File: src/rtl/load_store_unit.sv
// Load/store unit: turns byte-addressed CPU requests into doubleword data_memory cycles.
// Optional misaligned-access trapping is enabled by defining LSU_MISALIGN_TRAP_EN.
module load_store_unit #(
  parameter int DATA_W = 64,
  parameter int ADDR_W = 9
) (
  input  logic              clk,
  input  logic              rst,
  input  logic              req_valid,
  output logic              req_ready,
  input  logic              req_we,
  input  logic [1:0]        req_size,
  input  logic              req_unsigned,
  input  logic [DATA_W-1:0] req_addr,
  input  logic [DATA_W-1:0] req_wdata,
  output logic              rsp_valid,
  output logic [DATA_W-1:0] rsp_rdata,
  output logic              rsp_error,
  output logic [ADDR_W-1:0] address,
  output logic [DATA_W-1:0] w_data,
  output logic              ctrl_mem_w,
  output logic              ctrl_mem_r,
  input  logic [DATA_W-1:0] r_data
);

  typedef enum logic [2:0] {IDLE, RD, CAP, WR, RESP} state_t;

  state_t              state_q, state_d;
  logic                we_q;
  logic [1:0]          size_q;
  logic                unsigned_q;
  logic [2:0]          offset_q;
  logic [ADDR_W-1:0]   index_q;
  logic [DATA_W-1:0]   wdata_q;
  logic [DATA_W-1:0]   rdata_q;
  logic                trapReq;
  logic [2:0]          reqOffset;
  logic [5:0]          shiftAmt;
  logic [DATA_W-1:0]   shiftedRd;
  logic [DATA_W-1:0]   loadExt;
  logic [DATA_W-1:0]   mergeMask;
  logic [DATA_W-1:0]   merged;
  logic                signBit;
  logic                unusedAddr;

  function automatic logic [2:0] alignMask(input logic [1:0] size);
    case (size)
      2'd0:    return 3'd0;
      2'd1:    return 3'd1;
      2'd2:    return 3'd3;
      default: return 3'd7;
    endcase
  endfunction

  function automatic logic [DATA_W-1:0] laneMask(input logic [1:0] size);
    case (size)
      2'd0:    return {{(DATA_W-8){1'b0}}, 8'hFF};
      2'd1:    return {{(DATA_W-16){1'b0}}, 16'hFFFF};
      2'd2:    return {{(DATA_W-32){1'b0}}, 32'hFFFF_FFFF};
      default: return '1;
    endcase
  endfunction

  // Address bits above the memory window alias and are deliberately dropped.
  assign unusedAddr = ^req_addr[DATA_W-1:ADDR_W+3];

`ifdef LSU_MISALIGN_TRAP_EN
  logic error_q;
  assign trapReq   = |(req_addr[2:0] & alignMask(req_size));
  assign reqOffset = req_addr[2:0];
  assign rsp_error = (state_q == RESP) && error_q;
`else
  assign trapReq   = 1'b0;
  assign reqOffset = req_addr[2:0] & ~alignMask(req_size);
  assign rsp_error = 1'b0;
`endif

  assign shiftAmt  = {offset_q, 3'b000};
  assign shiftedRd = r_data >> shiftAmt;
  assign mergeMask = laneMask(size_q) << shiftAmt;
  assign merged    = (r_data & ~mergeMask) | ((wdata_q << shiftAmt) & mergeMask);

  always_comb begin
    signBit = 1'b0;
    case (size_q)
      2'd0:    signBit = shiftedRd[7];
      2'd1:    signBit = shiftedRd[15];
      2'd2:    signBit = shiftedRd[31];
      default: signBit = 1'b0;
    endcase
    loadExt = shiftedRd & laneMask(size_q);
    if (!unsigned_q && signBit) loadExt = loadExt | ~laneMask(size_q);
  end

  always_comb begin
    state_d = state_q;
    case (state_q)
      IDLE: begin
        if (req_valid) begin
          if (trapReq)                       state_d = RESP;
          else if (req_we && req_size == 2'd3) state_d = WR;
          else                               state_d = RD;
        end
      end
      RD:      state_d = CAP;
      CAP:     state_d = we_q ? WR : RESP;
      WR:      state_d = RESP;
      default: state_d = IDLE;
    endcase
  end

  always_ff @(posedge clk) begin
    if (rst) begin
      state_q    <= IDLE;
      we_q       <= 1'b0;
      size_q     <= 2'd0;
      unsigned_q <= 1'b0;
      offset_q   <= 3'd0;
      index_q    <= '0;
      wdata_q    <= '0;
      rdata_q    <= '0;
`ifdef LSU_MISALIGN_TRAP_EN
      error_q    <= 1'b0;
`endif
    end else begin
      state_q <= state_d;
      if (state_q == IDLE && req_valid) begin
        we_q       <= req_we;
        size_q     <= req_size;
        unsigned_q <= req_unsigned;
        offset_q   <= reqOffset;
        index_q    <= req_addr[ADDR_W+2:3];
        wdata_q    <= req_wdata;
        rdata_q    <= '0;
`ifdef LSU_MISALIGN_TRAP_EN
        error_q    <= trapReq;
`endif
      end else if (state_q == CAP) begin
        // r_data is only valid here, so the merge/extract result is captured now.
        if (we_q) wdata_q <= merged;
        else      rdata_q <= loadExt;
      end
    end
  end

  assign req_ready  = (state_q == IDLE);
  assign ctrl_mem_r = (state_q == RD);
  assign ctrl_mem_w = (state_q == WR);
  assign address    = (state_q == RD || state_q == WR) ? index_q : '0;
  assign w_data     = (state_q == WR) ? wdata_q : '0;
  assign rsp_valid  = (state_q == RESP);
  assign rsp_rdata  = (state_q == RESP) ? rdata_q : '0;

endmodule
File: config.mk
export PLATFORM = sky130hd
export DESIGN_NAME = load_store_unit
export DESIGN_NICKNAME = d
export VERILOG_FILES = /design/src/rtl/load_store_unit.sv
export SDC_FILE = /design/constraint.sdc
export NUM_CORES = 1
export LEC_CHECK = 0
export BUFFER_PORTS_ARGS = -buffer_cell sky130_fd_sc_hd__buf_2
export CORE_ASPECT_RATIO = 1.5
export CORE_UTILIZATION = 36
export CTS_CLUSTER_DIAMETER = 30
export DETAILED_ROUTE_END_ITERATION = 8
export GPL_ROUTABILITY_DRIVEN = 1
export SETUP_SLACK_MARGIN = 0.5
export SLEW_MARGIN = 20
export SYNTH_ARGS = -nofsm -noshare
export SYNTH_HDL_FRONTEND = slang
export SYNTH_SLANG_ARGS = --single-unit
File: constraint.sdc
create_clock -name clk -period 1.9 [get_ports clk]
set_clock_uncertainty 0.05 [all_clocks]
set_input_delay 0.095 -clock clk [delete_from_list [all_inputs] [get_ports clk]]
set_output_delay 0.095 -clock clk [all_outputs]
set_load 0.01 [all_outputs]
# Word level (Yosys, flattened, before mapping)
# Index checks and enable logic that the tools add are counted.
[word_totals] output_inout_bits=142 in_bits=199 word_cells=59 reg_bits=147
[op_classes] n_reduce_logical=13 n_eq_ne=10 bitwise=10 mux=15 n_shift=3
[ops] operator="64-bit 2-to-1 mux" count=7
[ops] operator="64-bit bitwise AND" count=3
[ops] operator="64-bit case mux with 3 select lines" count=1
[ops] operator="64-bit inverter" count=2
[ops] operator="64-bit OR" count=2
[ops] operator="64-bit by 6-bit left shift with 64-bit output" count=2
[ops] operator="64-bit by 6-bit >> shifter with 64-bit output" count=1
[ops] operator="3-bit case mux with 4 select lines" count=1
[ops] operator="9-bit 2-to-1 mux" count=1
[ops] operator="3-bit case mux with 3 select lines" count=1
[ops] operator="2-bit == test, second input constant" count=3
[ops] operator="3-bit by 2-bit == test with 1-bit output, second input constant" count=2
[ops] operator="3-bit 2-to-1 mux" count=2
[ops] operator="2-bit by 1-bit == test with 1-bit output, second input constant" count=2
[ops] operator="2-bit zero test" count=2
[ops] operator="2-bit AND reduction" count=2
[ops] operator="2-bit nonzero test" count=2
[ops] operator="3-bit bitwise AND" count=1
[ops] operator="3-bit by 1-bit == test with 1-bit output, second input constant" count=1
[ops] operator="3-bit == test, second input constant" count=1
[ops] operator="1-bit logical AND" count=3
[ops] operator="3-bit zero test" count=1
[ops] operator="3-bit inverter" count=1
[ops] operator="1-bit case mux with 3 select lines" count=1
[ops] operator="6 further kinds" count=6

# Logic depth before layout (Yosys ltp)
# Gate-level depths: netlist (run 1).
[depth] depth_word=9 depth_mapped=9

# Least setup slack after synthesis (run 1)
# Ideal clock, no wire load.
[synth_path] kind="register to register" from="register offset_q[0]" to="register rdata_q[32]" path_stages_with_launch=8 setup_slack_ns=-0.100 arrival_time_ns=1.829 synth_period_minus_slack_ns=2.000 n_path_buf=2 setup_ns=0.122 path_cell_list="dfxtp_1 > buf_6 > mux4_1 > nor2_4 > nor4b_4 > nor3b_4 > buf_6 > a21oi_2"
[synth_between] elab_chain_cells=4 word_cells_on_any_way=6 classes_between="shift (1); mux (2); bitwise (2); reduce/logical (1)"
[synth_rtl] item="start, declared" line="32" source="logic [2:0] offset_q;"
[synth_rtl] item="start signal, assigned" line="131" source="offset_q <= reqOffset;"
[synth_rtl] item="64-bit by 6-bit >> shifter with 64-bit output *" line="79" source="assign shiftedRd = r_data >> shiftAmt;"
[synth_rtl] item="1-bit case mux with 3 select lines or 64-bit bitwise AND (tied branches)" line="85, 91"
[synth_rtl] item="1-bit logical AND or 64-bit OR (tied branches)" line="92" source="if (!unsigned_q && signBit) loadExt = loadExt | ~laneMask(size_q);"
[synth_rtl] item="64-bit 2-to-1 mux *" line="92"
[synth_rtl] item="end signal, assigned" line="141" source="else rdata_q <= loadExt;"
[synth_rtl] item="end, declared" line="35" source="logic [DATA_W-1:0] rdata_q;"
# Every way passes the cells marked *; elsewhere a longest branch is shown, timed or not.
# A chain may end at the register's enable or synchronous reset.

# Worst setup path in the final report (run 1)
[layout_path] from="register state_q[0]" to="register wdata_q[13]"
[layout_between] elab_chain_cells=4 word_cells_on_any_way=7 classes_between="eq/ne (1); mux (1); reduce/logical (5)"
[layout_rtl] item="start, declared" line="28" source="state_t state_q, state_d;"
[layout_rtl] item="start signal, assigned" line="126" source="state_q <= state_d;"
[layout_rtl] item="3-bit zero test" line="127" source="if (state_q == IDLE && req_valid) begin"
[layout_rtl] item="1-bit logical AND" line="127"
[layout_rtl] item="2-bit nonzero test (no source line)"
[layout_rtl] item="2-bit AND reduction (no source line)"
[layout_rtl] item="end signal, assigned" line="133" source="wdata_q <= req_wdata;"
[layout_rtl] item="end signal, assigned" line="140" source="if (we_q) wdata_q <= merged;"
[layout_rtl] item="end, declared" line="34" source="logic [DATA_W-1:0] wdata_q;"
# Parallel ways exist; a longest one is shown, timed or not.

==> results of run 1 <==
-- metal layers --
| layer | up-vias | share of wire | GRT usage | wire [µm] |
|---|---|---|---|---|
| met1 | 6624 | 0.37 | 0.396 | 21600 |
| li1 | 6084 | - | - | - |
| met3 | 258 | 0.068 | 0.0434 | 3980 |
| met5 | - | 0 | 0 | 0 |
| met2 | 874 | 0.48 | 0.582 | 28200 |
| met4 | 0 | 0.086 | 0.225 | 5080 |
-- cells in the final DEF (no fill, tap or decap), types with 12 or more instances in the layout --
master           n
and2_1          26
a211oi_1        41
buf_12          46
and2_4          50
mux2_2          20
buf_6          111
clkbuf_16       31
and3_1          23
a21oi_2         35
nand2b_1        15
nand2_1        145
nor2b_1         16
nor2_1          86
mux4_2          29
dlygate4sd3_1   95
a2111oi_2       12
a211o_1         12
buf_2          198
nand3_1         20
o221ai_1        13
and3_4          41
o21ai_0         61
a211oi_2        22
nor3_1          24
o211ai_1        26
nor2_2          12
a21oi_1         68
buf_4          171
dfxtp_1        140
mux2i_1         86
-- stage by stage --
stage,total power [W],setup slack [ns],TNS (ns)
2_1_floorplan,0.00498,-0.0452,-1.45
3_3_place_gp,0.00621,-0.110,-3.40
3_5_place_dp,0.00623,-0.140,-5.46
4_1_cts,0.0101,-0.117,-5.51
5_1_grt,0.0109,-0.191,-24.34
6_report,0.0106,-0.168,-13.01
-- kinds of logic (layout without fill, tap and decap cells) --
kind of cell,after synthesis,in the layout,synth area share
other,1,1,0.000338
buffers and inverters,158,691,0.0728
muxes,156,156,0.177
and+or+nand+nor,502,502,0.228
DFF,147,147,0.265
AOI/OAI and AO/OA,399,399,0.257
-- cell type report --
class	count	area share
multi-input cells	1058	0.452
repair buffers	647	0.326
flip-flops and latches	147	0.160
well taps	400	0.0271
clock buffers	19	0.0245
clock inverters	12	0.00832
inverters	13	0.00284
-- worst max-delay path: stages, from the launching register on --
cell,delay (ns)
dfxtp_2,0.33
buf_6,0.13
buf_12,0.13
or4b_4,0.63
o21ai_4,0.20
buf_4,0.18
nor2_1,0.04
a2111oi_2,0.27
-- worst max path at each step --
stage	from	end	slack [ns]	cells after the start
6_report	state_q[0]	wdata_q[13]	-0.17	7
5_1_grt	state_q[0]	wdata_q[13]	-0.19	7
4_1_cts	offset_q[0]	rdata_q[59]	-0.12	7
3_5_place_dp	state_q[0]	wdata_q[9]	-0.14	5
3_3_place_gp	offset_q[0]	rdata_q[28]	-0.11	9
2_1_floorplan	state_q[0]	rdata_q[32]	-0.05	7
-- power breakdown --
part	switching [W]	internal, W
clock network	0.00148	0.00213
registers	0.000323	0.00329
logic	0.00175	0.00161
-- timing repair --
item,4_1_cts,5_1_grt
setup endpoints to repair,287,287
endpoints found under the hold margin,86,0
resized for setup,136,212
hold buffers,95,0
pin swaps,45,41
setup buffers,11,38
cloned,5,18
==> results by group, run 1 <==
Route
  • Drt first pass iters: 6
  • Drt wl/cell: around 26 µm
  • Post-DRT Antenna Nets: 0
  • WL final: 58.9 mm
  • Iteration-0 DRC Markers: between 1.5k and 2k
  • Vias/cell: 6.03
  • Residual DRC: 0
  • Via Count: approximately 14k

STA
  • Final Critical Period: approximately 2.1 ns
  • Final Hold Fails: 0
  • Max-slew violation count: 0
  • Fmax: roughly 0.48 GHz
  • Smallest hold slack: 0.0226 ns
  • Setup WS post-layout: -0.168 ns
  • Final setup fails: 227
  • Worst rel slew slack: 0.653
  • Period utilisation layout: 1.09
  • Slew @ Worst Pin: 0.519 ns
  • RSZ-0062 raised after global routing: true

Logic synthesis
  • Post-synth EDFFs: 0
  • Most numerous cell in the Yosys netlist: nand2_1
  • Cells after Synth: roughly 1.4k
  • Synth Register Bits: between 100 and 150
  • Post-synth top cells: nand2_1, dfxtp_1, nor2_1
  • Leading area contributor after synthesis: dfxtp_1
  • Sequential area share after synthesis: 0.265
  • Synth async-reset ratio: 0
  • Main flop type after synthesis: dfxtp_1
  • Yosys top cell area share: 0.265
  • YS warnings: 0
  • Netlist Area Pre-Place: 11,100 µm²
  • Post-synth cell types: 72
  • Top cells by area, synth: dfxtp_1, mux2i_1, mux4_2
  • Mean area per synthesized cell: 8.14 µm²
  • Syn Nets: ~1.6k

Placed design
  • Placed Cells: 2,098
  • Number of port buffers: roughly 290
  • GPL Wtd Cong: 0.966
  • Placed inst area: 14,400 µm²
  • Final HPWL DP: ~40 mm

Die
  • Row cnt: 78
  • Starting Density: 0.367
  • Core region area: 30,300 µm²
  • DIE AREA: around 32,000 µm²
  • # IOs: 341
  • Die W: 145 µm
  • Die height: 217 µm

Clocking
  • CTS root buf: clkbuf_16
  • CTS max path bufs: 2
  • Clock insertion delay at the later pin of the skew report: around 0.46 ns
  • H-tree depth: 4
  • Total CTS buffers: 17
  • Clock transition at the registers of the reported paths: 0.07 ns
  • CTS tree: done
  • Clock sinks: ~150

Hold path
  • Min-delay worst type: primary input to flop
  • Hold Startpoint: req_wdata[37]
  • WHS Endpoint: wdata_q[37]
  • WHS Path Cells: 3

Flow run
  • Total of max-cap violations: 0

Pwr
  • Leakage: 7.46 nW
  • Worst VDD drop: 0.693 mV
  • Power per cell area: ~570 nW/µm²

Global route
  • First-pass GRT wire length: 80.3 mm
  • Pin count of the biggest net entering global routing: 69
  • Vias in the first global route: 12.8k
  • Antenna violations before repair: 0
  • GR Overflow Total: 0
  • Total GRT Usage: 0.339

Finish
  • Filler cells: 2,548
  • Finished Layout Cells: roughly 2.3k
  • Reg area: around 3000 µm²
  • Layout Nets: 2,083
  • Design Area, Final: 18,500 µm²
  • Area of the multi-input gates: 8360 µm²
  • Layout Utilization: 0.611
  • Area grow syn2layout: 66.6%
  • Share of layout cells above drive strength 1: 0.472
  • Antenna Cells: 0

Critical path
  • CP arrival: ~2.4 ns
  • Worst Path Required: ~2.2 ns
  • Worst reg2reg setup slack: -0.17 ns
  • R2R Path End: wdata_q[13]
  • Crit path launch type: flop
  • Crit-path max FO: 8
  • R2R Path Start: state_q[0]
  • Cell count of the worst reg-to-reg path: 7
  • WS Path Type: flop to flop
  • Crit end category: flop

Run status
  • Status: finished, violations left
  • Failing checks: negative setup slack
Power figures use the tool's default switching activity.
==> run 2, diff against run 1 <==
--- a/config.mk
+++ b/config.mk
@@ -5,6 +5,7 @@
 export SDC_FILE = /design/constraint.sdc
 export NUM_CORES = 1
 export LEC_CHECK = 0
+export ABC_AREA = 1
 export BUFFER_PORTS_ARGS = -buffer_cell sky130_fd_sc_hd__buf_2
 export CORE_ASPECT_RATIO = 1.5
 export CORE_UTILIZATION = 36
==> run 2 against run 1 <==
Net effect:
- the run still ends with negative setup slack left
- cell count is 20% higher
- register-to-register slack improved by 0.11 ns
- wire length increased by 5.9%
- critical path depth is 4 higher
- critical endpoint is now rdata_q[11]
- largest power group is now combinational logic
- combinational power is 27% higher
- critical path type unchanged
- highest routed layer is now met5
- utilization fell by 2.7 points
- final area decreased by 7.1%
- worst hold slack got worse by 0.014 ns
==> results by group, run 2 <==
Run status
  • Status: finished, violations left
  • Failing checks: negative setup slack

Global route
  • Vias in the first global route: 14.2k (+11%)
  • Total GRT Usage: 0.388 (+0.0491)
  • Antenna violations before repair: 3 (+3)
  • Pin count of the biggest net entering global routing: 66 (-4.3%)
  • First-pass GRT wire length: 85.8 mm (+7.0%)
  • GR Overflow Total: 0 (unchanged)

Logic synthesis
  • YS warnings: 0 (unchanged)
  • Post-synth EDFFs: 0 (unchanged)
  • Top cells by area, synth: dfxtp_1, nand2_1, o21ai_0
  • Sequential area share after synthesis: 0.275 (+0.00957)
  • Mean area per synthesized cell: 5.71 µm² (-30%)
  • Leading area contributor after synthesis: dfxtp_1
  • Yosys top cell area share: 0.275 (+0.00957)
  • Cells after Synth: 1,878 (+38%)
  • Main flop type after synthesis: dfxtp_1
  • Post-synth top cells: nand2_1, o21ai_0, inv_1
  • Synth async-reset ratio: 0 (unchanged)
  • Netlist Area Pre-Place: 10,700 µm² (-3.5%)
  • Most numerous cell in the Yosys netlist: nand2_1
  • Post-synth cell types: 36 (-50%)
  • Syn Nets: 2,077 (+33%)
  • Synth Register Bits: 147 (unchanged)

Finish
  • Share of layout cells above drive strength 1: 0.325 (-0.147)
  • Finished Layout Cells: 2,748 (+20%)
  • Area of the multi-input gates: 7200 µm² (-14%)
  • Layout Nets: 2,538 (+22%)
  • Filler cells: 2,851 (+12%)
  • Reg area: 2960 µm² (+0.13%)
  • Commonest non-fill, non-tap cells in the layout: nand2_1, buf_2, inv_1
  • Most common cell after layout, fill and taps aside: nand2_1
  • Layout Utilization: 0.585 (-0.0269)
  • Area grow syn2layout: 60.3%

Die
  • Die height: 213 µm (-1.7%)
  • # IOs: 341 (unchanged)
  • DIE AREA: 30,500 µm² (-3.4%)
  • Core region area: 29,400 µm² (-2.9%)
  • Die W: 143 µm (-1.7%)
  • Row cnt: 77 (-1.3%)
  • Starting Density: 0.365 (-0.00230)

Critical path
  • Max stage delay on crit path: 0.38 ns (-0.25 ns)
  • Crit-path max FO: 13 (+5)
  • CP arrival: 2.24 ns (-0.14 ns)
  • WS Path Type: flop to flop
  • Top delay family on crit path: simple AND/OR/NAND/NOR gates
  • Cells along the critical path: buf_8, buf_16, nand2_1, o21ai_0, buf_4, nand2_1, nand3_1, nand3_2, nand2_1, inv_1, a21oi_2
  • Cell count of the worst reg-to-reg path: 11 (+4)
  • Slowest cell on the critical path: dfxtp_4
  • R2R Path Start: offset_q[0]
  • R2R Path End: rdata_q[11]
  • Buf/Inv on CP: 4 (+1)
  • Worst reg2reg setup slack: -0.06 ns (+0.11 ns)
  • Most used cell, CP: nand2_1
  • Crit end category: flop
  • Crit path launch type: flop
  • Worst Path Required: 2.19 ns (-0.02 ns)

STA
  • Final Critical Period: 1.96 ns (-0.113 ns)
  • RSZ-0062 raised after global routing: true
  • Max-slew violation count: 0 (unchanged)
  • Final Hold Fails: 0 (unchanged)
  • Period utilisation layout: 1.03 (-0.0594)
  • Setup WS post-layout: -0.0556 ns (+0.113 ns)
  • Final setup fails: 2 (-99%)
  • Fmax: 0.511 GHz (+5.8%)

Clocking
  • H-tree depth: 4 (unchanged)
  • Clock transition at the registers of the reported paths: 0.07 ns (about the same)
  • CTS max path bufs: 2 (unchanged)
  • Clock sinks: 147 (unchanged)
  • CTS root buf: clkbuf_16
  • Clock insertion delay at the later pin of the skew report: 0.45 ns (about the same)
  • CTS tree: done
  • Total CTS buffers: 17 (unchanged)

Route
  • Iteration-0 DRC Markers: 1,478 (-5.3%)
  • Drt first pass iters: 5 (-1)
  • Post-DRT Antenna Nets: 0 (unchanged)
  • Vias/cell: 5.55 (-7.9%)
  • Via Count: 15.3k (+10%)
  • WL final: 62.3 mm (+5.9%)
  • Drt wl/cell: 22.7 µm (-12%)
  • Residual DRC: 0 (unchanged)

Hold path
  • Hold Startpoint: r_data[59]
  • WHS Path Cells: 3 (unchanged)
  • Min-delay worst type: primary input to flop
  • WHS Endpoint: rdata_q[59]

Placed design
  • DP Worst Slack: -0.214 ns (-0.0736 ns)
  • Final HPWL DP: 40.3 mm (+1.1%)
  • GPL Wtd Cong: 1.01 (+4.2%)
  • Placed Cells: 2,551 (+22%)
  • Number of port buffers: 287 (unchanged)

Pwr
  • Worst VDD drop: 0.649 mV (-6.3%)
  • Leakage: 7.89 nW (+5.8%)
  • Power per cell area: 654 nW/µm² (+14%)

Flow run
  • Total of max-cap violations: 0 (unchanged)
-- run 2: cells by family after synthesis --
group / after synthesis / synth area share
and+or+nand+nor: 782 / 0.295
AOI/OAI and AO/OA: 552 / 0.277
buffers and inverters: 388 / 0.145
DFF: 147 / 0.275
muxes: 8 / 0.00747
other: 1 / 0.000350
-- run 2: through the flow --
stage / area (µm²) / power (W) / hold slack, ns / setup TNS [ns]
6_report: 17200 / 0.0112 / 0.00836 / -0.0560
5_1_grt: 17200 / 0.0116 / 0.0104 / -0.232
4_1_cts: 16200 / 0.0107 / 0.000206 / 0
3_5_place_dp: 13300 / 0.00667 / 0.288 / -2.30
3_3_place_gp: 13300 / 0.00667 / 0.281 / -1.33
2_1_floorplan: 10900 / 0.00528 / 0.107 / 0
-- run 2: worst reg2reg max path, delay by kind of cell (launching register included) --
kind	cells	cell delay, ns
AO/OA/AOI/OAI	2	0.23
buffers and inverters	4	0.58
flip-flops	1	0.38
AND/OR/NAND/NOR	5	0.62
-- run 2: per-layer routing --
metal	global-route usage	vias up	wire (µm)
li1	-	6985	-
met1	0.411	7074	21800
met2	0.657	879	29800
met3	0.0713	319	4290
met4	0.344	2	6420
met5	0	-	13
-- run 2: area by class of cell --
| class | count | area share |
|---|---|---|
| Timing Repair Buffer | 578 | 0.288 |
| Antenna cell | 2 | 0.000291 |
| Tap cell | 395 | 0.0288 |
| Timing Repair inverter | 1 | 0.000364 |
| Clock inverter | 10 | 0.00590 |
| Sequential cell | 147 | 0.172 |
| Clock buffer | 21 | 0.0274 |
| Inverter | 251 | 0.0578 |
| Multi-Input combinational cell | 1343 | 0.419 |
-- run 2: what timing repair did --
item,4_1_cts,5_1_grt
hold buffers,84,0
resized for setup,220,174
setup endpoints to repair,285,286
gates cloned,19,13
setup buffers,30,18
pin swaps,14,55
hold endpoints to repair,80,0
-- run 2: report_power, final --
group          switching [W]  total (W)  internal (W)
sequential          0.000209    0.00354       0.00333
combinational        0.00257    0.00429       0.00172
clock                0.00148    0.00340       0.00191
-- run 2: how the worst max path moves through the flow --
stage | start | endpoint | slack [ns] | cells past startpoint
2_1_floorplan | state_q[2] | wdata_q[39] | 0.40 | 10
5_1_grt | offset_q[0] | rdata_q[11] | -0.08 | 11
6_report | offset_q[0] | rdata_q[11] | -0.06 | 11
3_3_place_gp | offset_q[0] | wdata_q[26] | -0.24 | 7
3_5_place_dp | offset_q[0] | wdata_q[26] | -0.21 | 7
4_1_cts | offset_q[0] | flop | 0.12 | 11
